`src/rtl/spi_xfer_seq_pkg.sv`:
```
// rtl/spi_xfer_seq_pkg.sv - shared register map, CTRL bit positions and FSM encoding
// Purpose: constants and helpers shared by spi_xfer_seq and its receive FIFO.
// Ports: none (package).
package spi_xfer_seq_pkg;

  // SPI register block offsets
  localparam logic [7:0] REG_CTRL   = 8'h00;
  localparam logic [7:0] REG_DATA   = 8'h04;
  localparam logic [7:0] REG_STATUS = 8'h08;

  // CTRL register bit positions
  localparam int CTRL_START   = 0;
  localparam int CTRL_CPOL    = 1;
  localparam int CTRL_CPHA    = 2;
  localparam int CTRL_SS      = 3;
  localparam int CTRL_DIV_LSB = 8;

  // FSM state encoding
  localparam logic [3:0] ST_IDLE  = 4'd0;
  localparam logic [3:0] ST_SEL   = 4'd1;
  localparam logic [3:0] ST_LOAD  = 4'd2;
  localparam logic [3:0] ST_START = 4'd3;
  localparam logic [3:0] ST_GAP   = 4'd4;
  localparam logic [3:0] ST_POLL  = 4'd5;
  localparam logic [3:0] ST_PCHK  = 4'd6;
  localparam logic [3:0] ST_RDAT  = 4'd7;
  localparam logic [3:0] ST_RCHK  = 4'd8;
  localparam logic [3:0] ST_DESEL = 4'd9;
  localparam logic [3:0] ST_DONE  = 4'd10;

  typedef enum logic [3:0] {
    S_IDLE  = ST_IDLE,
    S_SEL   = ST_SEL,
    S_LOAD  = ST_LOAD,
    S_START = ST_START,
    S_GAP   = ST_GAP,
    S_POLL  = ST_POLL,
    S_PCHK  = ST_PCHK,
    S_RDAT  = ST_RDAT,
    S_RCHK  = ST_RCHK,
    S_DESEL = ST_DESEL,
    S_DONE  = ST_DONE
  } state_e;

  // Assemble a CTRL register word; upper 16 bits are always zero.
  function automatic logic [31:0] ctrl_word(input logic [7:0] div, input logic cpol,
                                            input logic cpha, input logic ss, input logic start);
    logic [31:0] w;
    w = '0;
    w[CTRL_DIV_LSB +: 8] = div;
    w[CTRL_SS]           = ss;
    w[CTRL_CPHA]         = cpha;
    w[CTRL_CPOL]         = cpol;
    w[CTRL_START]        = start;
    return w;
  endfunction

endpackage

```
`src/rtl/spi_rx_fifo.sv`:
```
// rtl/spi_rx_fifo.sv - first-word-fall-through receive byte FIFO
// Purpose: holds received SPI bytes until the consumer pops them.
// Ports: clk, rst (async, active-high); push/push_data write side;
//        pop/pop_data/valid first-word-fall-through read side; count = entries held.
module spi_rx_fifo #(
  parameter int DEPTH = 16
) (
  input  logic                     clk,
  input  logic                     rst,
  input  logic                     push,
  input  logic [7:0]               push_data,
  input  logic                     pop,
  output logic [7:0]               pop_data,
  output logic                     valid,
  output logic [$clog2(DEPTH):0]   count
);
  localparam int AW = (DEPTH > 1) ? $clog2(DEPTH) : 1;

  logic [7:0]    mem [DEPTH];
  logic [AW-1:0] wptr;
  logic [AW-1:0] rptr;
  logic          do_pop;

  // Popping an empty FIFO is a no-op; the sequencer never pushes when full.
  assign do_pop   = pop && (count != '0);
  assign valid    = (count != '0);
  assign pop_data = mem[rptr];

  always_ff @(posedge clk or posedge rst) begin
    if (rst) begin
      wptr  <= '0;
      rptr  <= '0;
      count <= '0;
    end else begin
      if (push)   wptr <= wptr + 1'b1;
      if (do_pop) rptr <= rptr + 1'b1;
      case ({push, do_pop})
        2'b10:   count <= count + 1'b1;
        2'b01:   count <= count - 1'b1;
        default: count <= count;
      endcase
    end
  end

  always_ff @(posedge clk) begin
    if (push) mem[wptr] <= push_data;
  end

endmodule

```
`src/rtl/spi_xfer_seq.sv`:
```
// rtl/spi_xfer_seq.sv - SPI transaction sequencer driving an SPI register block
// Purpose: sends cmd, optional 24-bit address and dummy bytes one at a time through
//          the SPI block, polling its busy flag, and queues bytes read back.
// Ports: clk, rst (async, active-high);
//        req_valid/req_ready + req_cmd/req_addr/req_addr_en/req_len: descriptor handshake;
//        cfg_div/cfg_cpol/cfg_cpha: SPI clock config latched with the descriptor;
//        rx_valid/rx_ready/rx_data: receive FIFO pop (first-word-fall-through);
//        busy/done: transaction status; done pulses once after chip select release;
//        spi_waddr/spi_wdata/spi_sel/spi_we: register write port;
//        spi_raddr/spi_rd/spi_rdata: register read port (data one cycle after spi_rd).
module spi_xfer_seq
  import spi_xfer_seq_pkg::*;
#(
  parameter int FIFO_DEPTH = 16,
  parameter int POLL_GAP   = 3
) (
  input  logic        clk,
  input  logic        rst,
  input  logic        req_valid,
  output logic        req_ready,
  input  logic [7:0]  req_cmd,
  input  logic [23:0] req_addr,
  input  logic        req_addr_en,
  input  logic [4:0]  req_len,
  input  logic [7:0]  cfg_div,
  input  logic        cfg_cpol,
  input  logic        cfg_cpha,
  output logic        rx_valid,
  input  logic        rx_ready,
  output logic [7:0]  rx_data,
  output logic        busy,
  output logic        done,
  output logic [7:0]  spi_waddr,
  output logic [31:0] spi_wdata,
  output logic [3:0]  spi_sel,
  output logic        spi_we,
  output logic [7:0]  spi_raddr,
  output logic        spi_rd,
  input  logic [31:0] spi_rdata
);
  localparam int CW = $clog2(FIFO_DEPTH) + 1;
  localparam int GW = (POLL_GAP > 1) ? $clog2(POLL_GAP) : 1;

  state_e        state_q, state_d;
  logic [7:0]    cmd_q, div_q;
  logic [23:0]   addr_q;
  logic          addr_en_q, cpol_q, cpha_q;
  logic [4:0]    len_q;
  logic [5:0]    idx_q, idx_d;
  logic [GW-1:0] gap_q, gap_d;
  logic          push_q;
  logic [7:0]    push_data_q;
  logic [CW-1:0] fifo_count;
  logic [5:0]    hdr_len, total_len, idx_inc;
  logic          is_dummy, last_byte, fifo_tight, accept;
  logic [7:0]    cur_byte;
  logic [31:0]   ctrl_sel, ctrl_go, ctrl_rel;
  logic          unused_rdata;

  assign unused_rdata = ^spi_rdata[31:8];

  assign busy      = (state_q != S_IDLE);
  assign req_ready = ~busy;
  assign accept    = req_valid && req_ready;

  assign hdr_len   = addr_en_q ? 6'd4 : 6'd1;
  assign total_len = hdr_len + {1'b0, len_q};
  assign is_dummy  = (idx_q >= hdr_len);
  assign idx_inc   = idx_q + 6'd1;
  assign last_byte = (idx_inc >= total_len);

  // The read byte is pushed one cycle after RCHK, so at LOAD one push may still be
  // in flight; two free entries cover that byte plus the one about to be sent.
  assign fifo_tight = (fifo_count >= CW'(FIFO_DEPTH - 1));

  assign ctrl_sel = ctrl_word(div_q, cpol_q, cpha_q, 1'b1, 1'b0);
  assign ctrl_go  = ctrl_word(div_q, cpol_q, cpha_q, 1'b1, 1'b1);
  assign ctrl_rel = ctrl_word(div_q, cpol_q, cpha_q, 1'b0, 1'b0);

  always_comb begin
    cur_byte = 8'h00;
    if (!is_dummy) begin
      case (idx_q[1:0])
        2'd0:    cur_byte = cmd_q;
        2'd1:    cur_byte = addr_q[23:16];
        2'd2:    cur_byte = addr_q[15:8];
        default: cur_byte = addr_q[7:0];
      endcase
    end
  end

  always_ff @(posedge clk or posedge rst) begin
    if (rst) begin
      state_q     <= S_IDLE;
      idx_q       <= '0;
      gap_q       <= '0;
      cmd_q       <= '0;
      addr_q      <= '0;
      addr_en_q   <= 1'b0;
      len_q       <= '0;
      div_q       <= '0;
      cpol_q      <= 1'b0;
      cpha_q      <= 1'b0;
      push_q      <= 1'b0;
      push_data_q <= '0;
    end else begin
      state_q <= state_d;
      idx_q   <= idx_d;
      gap_q   <= gap_d;
      push_q  <= (state_q == S_RCHK);
      if (state_q == S_RCHK) push_data_q <= spi_rdata[7:0];
      if (accept) begin
        cmd_q     <= req_cmd;
        addr_q    <= req_addr;
        addr_en_q <= req_addr_en;
        len_q     <= (req_len == 5'd0) ? 5'd1 : req_len;
        div_q     <= cfg_div;
        cpol_q    <= cfg_cpol;
        cpha_q    <= cfg_cpha;
      end
    end
  end

  always_comb begin
    state_d   = state_q;
    idx_d     = idx_q;
    gap_d     = gap_q;
    spi_we    = 1'b0;
    spi_waddr = '0;
    spi_wdata = '0;
    spi_sel   = '0;
    spi_rd    = 1'b0;
    spi_raddr = '0;
    done      = 1'b0;
    case (state_q)
      S_IDLE: begin
        if (req_valid) begin
          state_d = S_SEL;
          idx_d   = '0;
        end
      end
      S_SEL: begin
        spi_we    = 1'b1;
        spi_waddr = REG_CTRL;
        spi_wdata = ctrl_sel;
        spi_sel   = 4'b0011;
        state_d   = S_LOAD;
      end
      S_LOAD: begin
        if (!(is_dummy && fifo_tight)) begin
          spi_we    = 1'b1;
          spi_waddr = REG_DATA;
          spi_wdata = {24'h0, cur_byte};
          spi_sel   = 4'b1111;
          state_d   = S_START;
        end
      end
      S_START: begin
        spi_we    = 1'b1;
        spi_waddr = REG_CTRL;
        spi_wdata = ctrl_go;
        spi_sel   = 4'b0011;
        gap_d     = '0;
        state_d   = S_GAP;
      end
      S_GAP: begin
        if (gap_q == GW'(POLL_GAP - 1)) state_d = S_POLL;
        else                            gap_d   = gap_q + 1'b1;
      end
      S_POLL: begin
        spi_rd    = 1'b1;
        spi_raddr = REG_STATUS;
        state_d   = S_PCHK;
      end
      S_PCHK: begin
        if (spi_rdata[0]) begin
          state_d = S_POLL;
        end else if (is_dummy) begin
          state_d = S_RDAT;
        end else begin
          idx_d   = idx_inc;
          state_d = last_byte ? S_DESEL : S_LOAD;
        end
      end
      S_RDAT: begin
        spi_rd    = 1'b1;
        spi_raddr = REG_DATA;
        state_d   = S_RCHK;
      end
      S_RCHK: begin
        idx_d   = idx_inc;
        state_d = last_byte ? S_DESEL : S_LOAD;
      end
      S_DESEL: begin
        spi_we    = 1'b1;
        spi_waddr = REG_CTRL;
        spi_wdata = ctrl_rel;
        spi_sel   = 4'b0011;
        state_d   = S_DONE;
      end
      S_DONE: begin
        done    = 1'b1;
        state_d = S_IDLE;
      end
      default: state_d = S_IDLE;
    endcase
  end

  spi_rx_fifo #(.DEPTH(FIFO_DEPTH)) u_fifo (
    .clk       (clk),
    .rst       (rst),
    .push      (push_q),
    .push_data (push_data_q),
    .pop       (rx_ready),
    .pop_data  (rx_data),
    .valid     (rx_valid),
    .count     (fifo_count)
  );

endmodule
```
`config.mk`:
```
export PLATFORM = sky130hd
export DESIGN_NAME = spi_xfer_seq
export DESIGN_NICKNAME = d
export VERILOG_FILES = /design/src/rtl/spi_xfer_seq_pkg.sv /design/src/rtl/spi_rx_fifo.sv /design/src/rtl/spi_xfer_seq.sv
export SDC_FILE = /design/constraint.sdc
export NUM_CORES = 1
export LEC_CHECK = 0
export CAP_MARGIN = 20
export CORE_MARGIN = 8
export CORE_UTILIZATION = 25
export CTS_BUF_LIST = sky130_fd_sc_hd__clkbuf_2 sky130_fd_sc_hd__clkbuf_4 sky130_fd_sc_hd__clkbuf_8
export CTS_CLUSTER_SIZE = 14
export DETAILED_ROUTE_END_ITERATION = 16
export SKIP_LAST_GASP = 1
export SYNTH_ARGS = -nofsm -noshare
export SYNTH_HDL_FRONTEND = slang
export SYNTH_SLANG_ARGS = --single-unit
```
`constraint.sdc`:
```
create_clock -name clk -period 2.95 [get_ports clk]
set_input_delay 0.59 -clock clk [delete_from_list [all_inputs] [get_ports clk]]
set_output_delay 0.59 -clock clk [all_outputs]
set_load 0.05 [all_outputs]
```
After elaboration in Yosys (flattened, before gate mapping). Memory sizes are Yosys's and may differ from the RTL's. Cells that the tools add are included.

Add/sub/neg operators: 7. $lt $le $gt $ge: 3. Multiplexer cells: 31. Reduce and logical (&&, ||, !) cells: 16. Bitwise logic cells: 1. Equal/unequal tests: 21.

Operators by type and width (count): $pmux W16 S4 (1); $pmux W4 S10 (1); $mux W4 (7); $pmux W8 S3 (1); $mux W6 (3); $pmux W6 S3 (1); $eq A4 B3 Y1 const B (4); $mux W8 (2); $pmux W4 S2 (2); $eq A4 B4 Y1 const B (3); $ne A2 B2 Y1 const B (6); $pmux W5 S2 (1); $mux W3 (3); $add A4 B1 Y4 const B (2); $eq A4 B2 Y1 const B (2); $add A3 B5 Y6 (1); $add A6 B1 Y6 const B (1); $eq A2 B2 Y1 const B (3); $ge A6 B3 Y1 (1); $ge A6 B6 Y1 (1); $add A5 B1 Y5 const B (1); $ge A5 B4 Y1 const B (1); $logic_not A5 Y1 (1); $mux W1 (5); other kinds (21) (25).

Logic and storage cells: 95. Memory bits (writable): 128. Register bits after elaboration: 82. Bits of input ports: 84. Memories: 1.

Memories: u_fifo.mem (words 16, width 8, read ports 1, clocked after memory_dff 0, write ports 1, RTL line spi_rx_fifo.sv:19) `logic [7:0] mem [DEPTH];`.

Depth between registers and ports, before layout. Gate-level depths: netlist (run 1).

Word-level depth: 7. Gate-level depth with buffers: 12. Depth with buffers taken out: 11.

By module. Synthesis (run 1) repeated with hierarchy kept, for this count alone.

Cells, all modules: 670. Area, all modules: 9559.2 µm².

By module, submodules not included: spi_rx_fifo (sequential area each 4169.0 µm², times used 1, cells an instance 327, area each 5781.8 µm²); spi_xfer_seq (sequential area each 1726.7 µm², times used 1, cells an instance 343, area each 3777.4 µm²).

Least setup slack after synthesis (run 1). No wires, ideal clock.

Kind: flip-flop to output port. Start point: register idx_q[0]. End point: output port spi_sel[0]. Required time: 2360 ps. Stages on the path, launching flop included: 9. Slack: -619 ps. Arrival: 2979 ps. Path buffers: 1. Path through: dfrtp_1 > inv_1 > ha_1 > or3b_2 > a21oi_2 > nor2_1 > nor2b_1 > or2_2 > buf_4.

Longest elaborated chain between the ends: 4.

RTL lines: from (decl) (RTL line spi_xfer_seq.sv:49) `logic [5:0] idx_q, idx_d;`; from (signal assigned) (RTL line spi_xfer_seq.sv:108) `idx_q <= idx_d;`; $ge A6 B3 Y1 (RTL line spi_xfer_seq.sv:68) `assign is_dummy = (idx_q >= hdr_len);`; $logic_and A1 B1 Y1 (RTL line spi_xfer_seq.sv:150) `if (!(is_dummy && fifo_tight)) begin`; $mux W4 (RTL line spi_xfer_seq.sv:150); $pmux W4 S2 (RTL line spi_xfer_seq.sv:135) `case (state_q)`; to (decl) (RTL line spi_xfer_seq.sv:35) `output logic [3:0] spi_sel,`.

Every way passes these cells.

Final worst setup path (run 1).
Start point: register u_fifo.rptr[0]. End point: output port rx_data[3].

Longest elaborated chain between the ends: 1.

RTL lines: from (decl) (RTL line spi_rx_fifo.sv:21) `logic [AW-1:0] rptr;`; from (signal assigned) (RTL line spi_rx_fifo.sv:36) `if (do_pop) rptr <= rptr + 1'b1;`; $mem_v2 Z16 W8; to (decl) (RTL line spi_xfer_seq.sv:30) `output logic [7:0] rx_data,`.

Every way passes these cells.

==> reports/metrics.cfg, run 1 <==
[clock_network]
root_buffer = clkbuf_8
cts-buffers-inserted = 37
h-tree-depth = 2
cts.path.max_buffers = 3
cts_hold_buf = 0
path_clk_slew_ns = 0.06
cts_tree = done
clk_latency_ns = 0.54
clock-sinks = 210

[global_routing]
grt_pass1_wl_um = 34100
track_usage_pct = 9.85
grt_max_degree = 61
grt_pass1_vias = 5779
antenna_found_initial = 0
grt-ovfl-total = 0

[yosys]
synth_area_per_cell_um2 = 15.6
netlist_area_mm2 = 0.00951
synth-main-ff-cell = edfxtp_1
syn_inst = 609
synth-edff-count = 128
ys_seq_area_share_pct = 62.0
synthDistinctLibCells = 58
yosysWarnings = 0
synth.largest_area_cell = edfxtp_1
synth-async-reset-ratio_pct = 39.0
synth_common_cells = edfxtp_1, dfrtp_1, mux2_2
ys_ff_latch = 210
yosys-top-cells-area = edfxtp_1, dfrtp_1, mux4_1, mux2_2, ha_1
synth.most_common_cell = edfxtp_1
netlist.area_leader.share_pct = 40.4

[sta]
fmax_mhz = 322
hold_ws_ns = 0.380
fin_tns_setup_ns = -1.64
final-hold-violation-count = 0
fin_crit_sh_pct = 105
setup_violations = 16
fin_crit_ns = 3.11
drv_slew = 0
rsz0062_at_grt = yes
worst_slack_ns = -0.158
worstMarginPinSlew_ns = 0.825
clock_skew_ns = 0.0216
relSlewSlack_pct = 44.8

[die]
dieArea_mm2 = 0.0445
coreArea_mm2 = 0.0376
initial_core_util_pct = 25.3
dieWidth_um = 211
io_pins = 150
rows = 71
die_h_um = 211

[placement]
place.gp.congestion = 0.736
placed_cells = 1210
post-place-ws_ns = 0.0276
portBuffers = 96
place_hpwl_um = 14300
post_dp_cell_area_mm2 = 0.0113

[run_status]
violations = negative setup slack
status = finished, violations left

[power]
power.total_mw = 13.5
ir_drop_mv = 0.743
p_leak_nw = 4.69
pwr_density_cell_mw_per_mm2 = 1100

[routing]
via_per_inst = 4.20
ant_nets = 0
totalWireLength_um = 21900
drt-pass1-iter-count = 5
wire_per_inst_um = 17.1
drt_iter0_drc = 293
drc = 0
num_vias = 5393

[layout]
final_layout_size_suffix_gt1_share_pct = 33.6
layout.cells.non_filler = 1284
antenna_cells = 0
post-route-util_pct = 32.7
area_growth_syn_to_layout_pct = 29.3
nFillCells = 3728
final_area_mm2 = 0.0123
finalNetCount = 855

[setup_path]
worstSetupEndpointType = output pin
criticalPathCategory = reg2out
cp.required_ns = 2.36
arrival_ns = 2.52
cp_max_fo = 9
worstSetupStartpointType = register

[job]
maxCapViolations = 0

[hold_path]
hold_class = in2async

## worst paths after layout
kind | startpoint | to | slack [ns] | cells after the start
worst max-delay path | u_fifo.rptr[0]$_DFFE_PP0P_ | rx_data[3] | -0.16 | 4
worst min-delay path | rst | u_fifo.wptr[1]$_DFFE_PP0P_ | 0.38 | 2
worst max register to register | addr_en_q$_DFFE_PP0P_ | state_q[0]$_DFFE_PP0P_ | 0.24 | 13
worst min register to register | div_q[4]$_DFFE_PP0P_ | div_q[4]$_DFFE_PP0P_ | 0.50 | 1
max in group asynchronous | rst | addr_q[8]$_DFFE_PP0P_ | 1.88 | 3
min in group clk | div_q[4]$_DFFE_PP0P_ | div_q[4]$_DFFE_PP0P_ | 0.50 | 1
## area by class of cell
cell class	count	area, um^2	area share [%]
Clock buffer	58	704	5.73
Clock inverter	9	51.3	0.417
Inverter	17	65.1	0.529
Multi-Input combinational cell	346	3300	26.9
Sequential cell	210	5900	48.0
Tap cell	511	639	5.20
Timing Repair Buffer	133	1640	13.3
## cell families (layout without fill, tap and decap cells)
logic type / after synthesis / after routing / synth area share [%]
xor gates and xnor gates: 16 / 16 / 1.47
muxes: 97 / 97 / 17.4
adders and majority gates: 26 / 26 / 3.50
buffers and inverters: 81 / 217 / 5.07
DFF: 210 / 210 / 62.0
other: 1 / 29 / 0.0394
and+or+nand+nor: 114 / 114 / 5.80
AOI/OAI and AO/OA: 64 / 64 / 4.72
## worst max-delay path, stage by stage, from the launching register on
cell,delay (ns)
dfrtp_2,0.49
buf_12,0.18
mux4_1,0.60
mux4_2,0.52
buf_8,0.17
## state kept, by name (all words and copies together) (netlist names)
register      flops
addr_en_q         1
div_q             8
cmd_q             8
u_fifo.rptr       4
state_q           4
push_q            1
push_data_q       8
u_fifo.count      5
cpha_q            1
u_fifo.mem      128
u_fifo.wptr       4
cpol_q            1
len_q             5
addr_q           24
idx_q             6
gap_q             2
## layer usage
layer	vias to the layer above	global-route usage (%)	routed length [um]	part of all wire, %
met5	-	0	0	0
met4	0	2.94	388	1.8
met3	36	4.20	2010	9.2
met2	168	15.5	10000	46
met1	2677	12.2	9520	43
li1	2512	-	-	-
## cells in the final DEF (no fill, tap or decap), types with 3 or more instances in the layout
cell type / netlist / layout
ha_1: 25 / 20
clkdlybuf4s50_1: 0 / 60
nor2_4: 0 / 5
clkinv_2: 0 / 5
ha_2: 0 / 3
nor2_1: 30 / 25
inv_1: 16 / 13
nor3_1: 6 / 6
and3_1: 3 / 3
nand3_1: 8 / 8
o21ai_0: 14 / 10
inv_2: 1 / 3
dfrtp_1: 82 / 80
mux2_2: 56 / 56
a21oi_1: 19 / 18
clkbuf_4: 0 / 15
o21ai_4: 0 / 3
a222oi_1: 8 / 8
mux4_2: 10 / 34
edfxtp_1: 128 / 128
buf_12: 0 / 29
and2_1: 10 / 10
nor2b_1: 7 / 6
buf_4: 34 / 26
mux4_1: 30 / 6
buf_8: 2 / 8
nand2_1: 32 / 29
dlygate4sd2_1: 0 / 3
nand2b_1: 4 / 4
nand4_1: 3 / 3
clkinv_1: 0 / 3
xor2_1: 5 / 5
xnor2_1: 11 / 11
buf_6: 3 / 4
clkbuf_8: 0 / 43
conb_1: 1 / 29
## power by group
part	total, mW	internal (mW)	switching, mW
Sequential	4.61	3.90	0.707
Clock	2.73	1.53	1.20
Combinational	6.20	3.06	3.14
Total	13.5	8.50	5.04
## repair_timing
action                                  4_1_cts  5_1_grt
hold endpoints to repair                      0        0
cloned                                        3        0
endpoints found under the setup margin       33       25
setup buffers                                 7        0
pin swaps                                    11        8
resized for setup                            67       27
Power figures use the tool's default switching activity.
==> inputs of run 2 (changes only) <==
--- a/config.mk
+++ b/config.mk
@@ -6,7 +6,6 @@
 export NUM_CORES = 1
 export LEC_CHECK = 0
 export CAP_MARGIN = 20
-export CORE_MARGIN = 8
 export CORE_UTILIZATION = 25
 export CTS_BUF_LIST = sky130_fd_sc_hd__clkbuf_2 sky130_fd_sc_hd__clkbuf_4 sky130_fd_sc_hd__clkbuf_8
 export CTS_CLUSTER_SIZE = 14
==> run 2 against run 1 <==
Net effect: largest power group unchanged; highest routed layer unchanged; critical path type unchanged; register-to-register slack better by 0.04 ns; critical endpoint is now rx_data[1]; core utilization is 0.17 points higher; clock power is 9.2% higher; global-route usage is 0.92 points higher; die area is 13% lower; largest cell class unchanged; clock skew is 0.0019 ns higher; the flow still finishes with violations (negative setup slack).
==> reports/metrics.cfg, run 2 (synthesis gave the netlist of run 1 again) <==
[placement]
post_dp_cell_area_mm2 = 0.0114
post-place-ws_ns = 0.0459
placed_cells = 1217
place_hpwl_um = 13600
place.gp.congestion = 0.757
portBuffers = 96

[setup_path]
cp-startpoint = u_fifo.rptr[0]$_DFFE_PP0P_
worstSetupEndpointType = output pin
cp.buffers_inverters = 2
cp_max_fo = 17
crit_slowest_cell = mux4_1
path_delay_family = multiplexers
cp_cell_sequence = buf_12, mux4_1, mux4_2, buf_4
worstSetupStartpointType = register
cp.required_ns = 2.36
cp_slowest_stage_delay_ns = 0.62
arrival_ns = 2.49
timing.rr.start = u_fifo.count[0]$_DFFE_PP0P_
criticalPathCategory = reg2out

[routing]
totalWireLength_um = 20500
drt_iter0_drc = 328
wire_per_inst_um = 15.9
via_per_inst = 4.17
drc = 0
drt-pass1-iter-count = 6
topRoutingLayerUsed = met4
wirelength_met1_um = 9070
wl_met3_um = 1600
num_vias = 5383
wl_met2_um = 9440
ant_nets = 0

[global_routing]
grt_pass1_wl_um = 32000
grt-ovfl-total = 0
grt_max_degree = 33
track_usage_pct = 10.8
antenna_found_initial = 0
grt_pass1_vias = 5570

[clock_network]
cts.path.max_buffers = 3
h-tree-depth = 2
clk_latency_ns = 0.56
clock-sinks = 210
root_buffer = clkbuf_8
cts_hold_buf = 0
path_clk_slew_ns = 0.06
cts-buffers-inserted = 37
cts_tree = done

[run_status]
status = finished, violations left
violations = negative setup slack

[sta]
drv_slew = 0
fin_crit_sh_pct = 104
worst_slack_ns = -0.126
hold_ws_ns = 0.416
relSlewSlack_pct = 45.5
fin_crit_ns = 3.08
setup_violations = 18
clock_skew_ns = 0.0234
fin_tns_setup_ns = -1.25
worstMarginPinSlew_ns = 0.814
final-hold-violation-count = 0
rsz0062_at_grt = yes
fmax_mhz = 325

[layout]
layout_common_cells = edfxtp_1, dfrtp_1, clkdlybuf4s50_1
final_layout_size_suffix_gt1_share_pct = 31.2
finalNetCount = 861
area_growth_syn_to_layout_pct = 30.0
nFillCells = 3649
final_area_mm2 = 0.0124
final_common_cell = edfxtp_1
reg_top3 = u_fifo.mem (128), addr_q (24)
layout.cells.non_filler = 1290
antenna_cells = 0
post-route-util_pct = 32.9
largest_reg_flops = 128
regMostFlops = u_fifo.mem

[die]
dieWidth_um = 197
io_pins = 150
rows = 71
dieArea_mm2 = 0.0388
initial_core_util_pct = 25.3
coreArea_mm2 = 0.0376
die_h_um = 197

[hold_path]
hold_class = in2async

[power]
ir_drop_mv = 0.725
power.total_mw = 13.4
pwr_density_cell_mw_per_mm2 = 1080
p_leak_nw = 4.80

[job]
maxCapViolations = 0

[run 2: routing by layer]
layer | vias up | global-route usage, %
met2 | 143 | 17.0
li1 | 2540 | -
met4 | 0 | 3.42
met5 | - | 0
met3 | 26 | 3.94
met1 | 2674 | 13.7
[run 2: final cells by class]
type | instances | area [um^2] | area share (%)
multi-input combinational | 346 | 3340 | 27.0
clock buffer | 53 | 661 | 5.34
clock inverter | 14 | 163 | 1.32
tap | 511 | 639 | 5.17
sequential | 210 | 5900 | 47.7
timing repair buffer | 139 | 1590 | 12.9
inverter | 17 | 65.1 | 0.526
[run 2: path summary, 6_finish.rpt]
check / slack, ns / cells after the start / to
setup / recovery: -0.13 / 4 / rx_data[1]
hold / removal: 0.42 / 2 / cmd_q[0]$_DFFE_PP0P_
setup reg to reg: 0.28 / 10 / u_fifo.count[4]$_DFFE_PP0P_
hold reg to reg: 0.49 / 1 / div_q[4]$_DFFE_PP0P_
max in group asynchronous: 1.91 / 3 / addr_q[1]$_DFFE_PP0P_
min in group clk: 0.49 / 1 / div_q[4]$_DFFE_PP0P_
[run 2: worst register-to-register path: cells and delay by family (launching register included)]
family / cells / cell delay [ns]
simple gates: 5 / 1.16
flops: 1 / 0.43
compound gates: 2 / 0.31
xor+xnor: 1 / 0.13
fa+ha+maj: 2 / 0.54
[run 2: where the power goes]
| group | switching [mW] | internal (mW) |
|---|---|---|
| combinational | 3.04 | 2.81 |
| clock | 1.26 | 1.73 |
| sequential | 0.641 | 3.90 |
| total | 4.94 | 8.44 |
[run 2: what timing repair did]
action | in CTS | in global routing
setup endpoints to repair | 25 | 32
setup buffers | 4 | 4
gates resized for setup | 43 | 10
gates cloned | 0 | 0
pin swaps | 12 | 5
==> inputs of run 3 (changes only) <==
--- a/config.mk
+++ b/config.mk
@@ -10,6 +10,7 @@
 export CTS_BUF_LIST = sky130_fd_sc_hd__clkbuf_2 sky130_fd_sc_hd__clkbuf_4 sky130_fd_sc_hd__clkbuf_8
 export CTS_CLUSTER_SIZE = 14
 export DETAILED_ROUTE_END_ITERATION = 16
+export SETUP_SLACK_MARGIN = 0.5
 export SKIP_LAST_GASP = 1
 export SYNTH_ARGS = -nofsm -noshare
 export SYNTH_HDL_FRONTEND = slang
==> run 3 against run 2 <==
Net effect: sequential share of layout area fell by 0.44 points; fmax fell by 0.22%; critical path depth did not move; the run still ends with negative setup slack left; die area did not move; routed wire length rose by 5.5%; global-route usage rose by 0.46 points.
==> reports/metrics.cfg, run 3 (synthesis gave the netlist of run 1 again) <==
[sta]
hold_ws_ns = 0.504
fmax_mhz = 324
drv_slew = 0
relSlewSlack_pct = 38.9
fin_crit_ns = 3.08
fin_crit_sh_pct = 104
worst_slack_ns = -0.133
rsz0062_at_grt = yes
worstMarginPinSlew_ns = 0.913
clock_skew_ns = 0.0158
setup_violations = 19
final-hold-violation-count = 0

[layout]
finalNetCount = 861
reg_top3 = u_fifo.mem (128), addr_q (24)
regMostFlops = u_fifo.mem
final-seq-area_mm2 = 0.00590
layout_common_cells = edfxtp_1, dfrtp_1, clkdlybuf4s50_1
final_layout_size_suffix_gt1_share_pct = 35.6
largest_reg_flops = 128
area_growth_syn_to_layout_pct = 31.3
post-route-util_pct = 33.2
nFillCells = 3661
multi_input_area_mm2 = 0.00353
final_common_cell = edfxtp_1

[job]
maxCapViolations = 0

[die]
coreArea_mm2 = 0.0376
rows = 71
io_pins = 150
die_h_um = 197
initial_core_util_pct = 25.3
dieArea_mm2 = 0.0388
dieWidth_um = 197

[clock_network]
h-tree-depth = 2
cts_tree = done
cts.path.max_buffers = 3
clock-sinks = 210
root_buffer = clkbuf_8
clk_latency_ns = 0.54
path_clk_slew_ns = 0.06
cts-buffers-inserted = 35

[hold_path]
hold_class = reg2reg

[power]
pwr_density_cell_mw_per_mm2 = 1090
ir_drop_mv = 0.827
p_leak_nw = 4.77

[routing]
num_vias = 5508
via_per_inst = 4.27
drc = 0
ant_nets = 0
drt-pass1-iter-count = 4
drt_iter0_drc = 261
totalWireLength_um = 21600
wire_per_inst_um = 16.7

[placement]
place_hpwl_um = 13500
portBuffers = 96
place.gp.congestion = 0.707

[setup_path]
worstSetupEndpointType = output pin
worstSetupStartpointType = register
arrival_ns = 2.49
cp_max_fo = 17
criticalPathCategory = reg2out
cp.required_ns = 2.36

[global_routing]
grt-ovfl-total = 0
antenna_found_initial = 1
grt_pass1_vias = 5641
grt_pass1_wl_um = 33200
track_usage_pct = 11.2
grt_max_degree = 44

[run_status]
violations = negative setup slack
status = finished, violations left

## run 3: routing by layer
layer | up-vias | GRT usage (%) | share of wire, %
met4 | 0 | 3.01 | 1.7
met5 | - | 0 | 0
met3 | 37 | 4.23 | 8.3
met2 | 175 | 17.5 | 46
li1 | 2547 | - | -
met1 | 2749 | 14.5 | 44
## run 3: critical path: stages (launching register included)
cell and delay [ns]:
dfrtp_2 0.42, buf_12 0.20, mux4_1 0.65, mux4_2 0.52, buf_8 0.17
## run 3: timing repair
item                       CTS  global route
hold buffers                 0             0
resized for setup           73            27
pin swaps                   12            12
cloned                       3             0
setup buffers               13             8
setup endpoints to repair   38            37
## run 3: layout make-up
class / count / area share [%]
multi-input combinational: 346 / 28.3
inverter: 17 / 0.561
timing repair buffer: 141 / 13.2
clock inverter: 14 / 0.652
antenna: 1 / 0.0200
clock buffer: 50 / 4.96
tap: 511 / 5.12
sequential: 210 / 47.3
## run 3: final timing paths
check / startpoint / end / slack, ns / depth (start not counted)
hold reg to reg: addr_q[2]$_DFFE_PP0P_ / addr_q[2]$_DFFE_PP0P_ / 0.50 / 1
min in group asynchronous: rst / u_fifo.rptr[3]$_DFFE_PP0P_ / 0.52 / 2
hold / removal: addr_q[2]$_DFFE_PP0P_ / addr_q[2]$_DFFE_PP0P_ / 0.50 / 1
setup reg to reg: addr_en_q$_DFFE_PP0P_ / state_q[3]$_DFFE_PP0P_ / 0.50 / 10
max in group asynchronous: rst / u_fifo.count[0]$_DFFE_PP0P_ / 1.77 / 3
setup / recovery: u_fifo.rptr[0]$_DFFE_PP0P_ / rx_data[2] / -0.13 / 4
## run 3: power breakdown
group / leakage [nW] / total [mW] / internal, mW / switching, mW
clock: 0.372 / 2.58 / 1.37 / 1.20
combinational: 2.24 / 6.44 / 3.18 / 3.26
sequential: 2.16 / 4.60 / 3.91 / 0.694
## run 3: through the flow
step	setup TNS, ns	area [um^2]	total power [mW]	setup WS, ns	instances
floorplan	0	9780	8.46	0.198	637
global placement	0	11300	10.2	0.125	1201
detailed placement	0	11300	10.3	0.121	1201
CTS	-2.14	12400	13.5	-0.172	1281
global route	-3.24	12500	14.4	-0.187	1289
finish	-1.28	12500	13.6	-0.133	1290
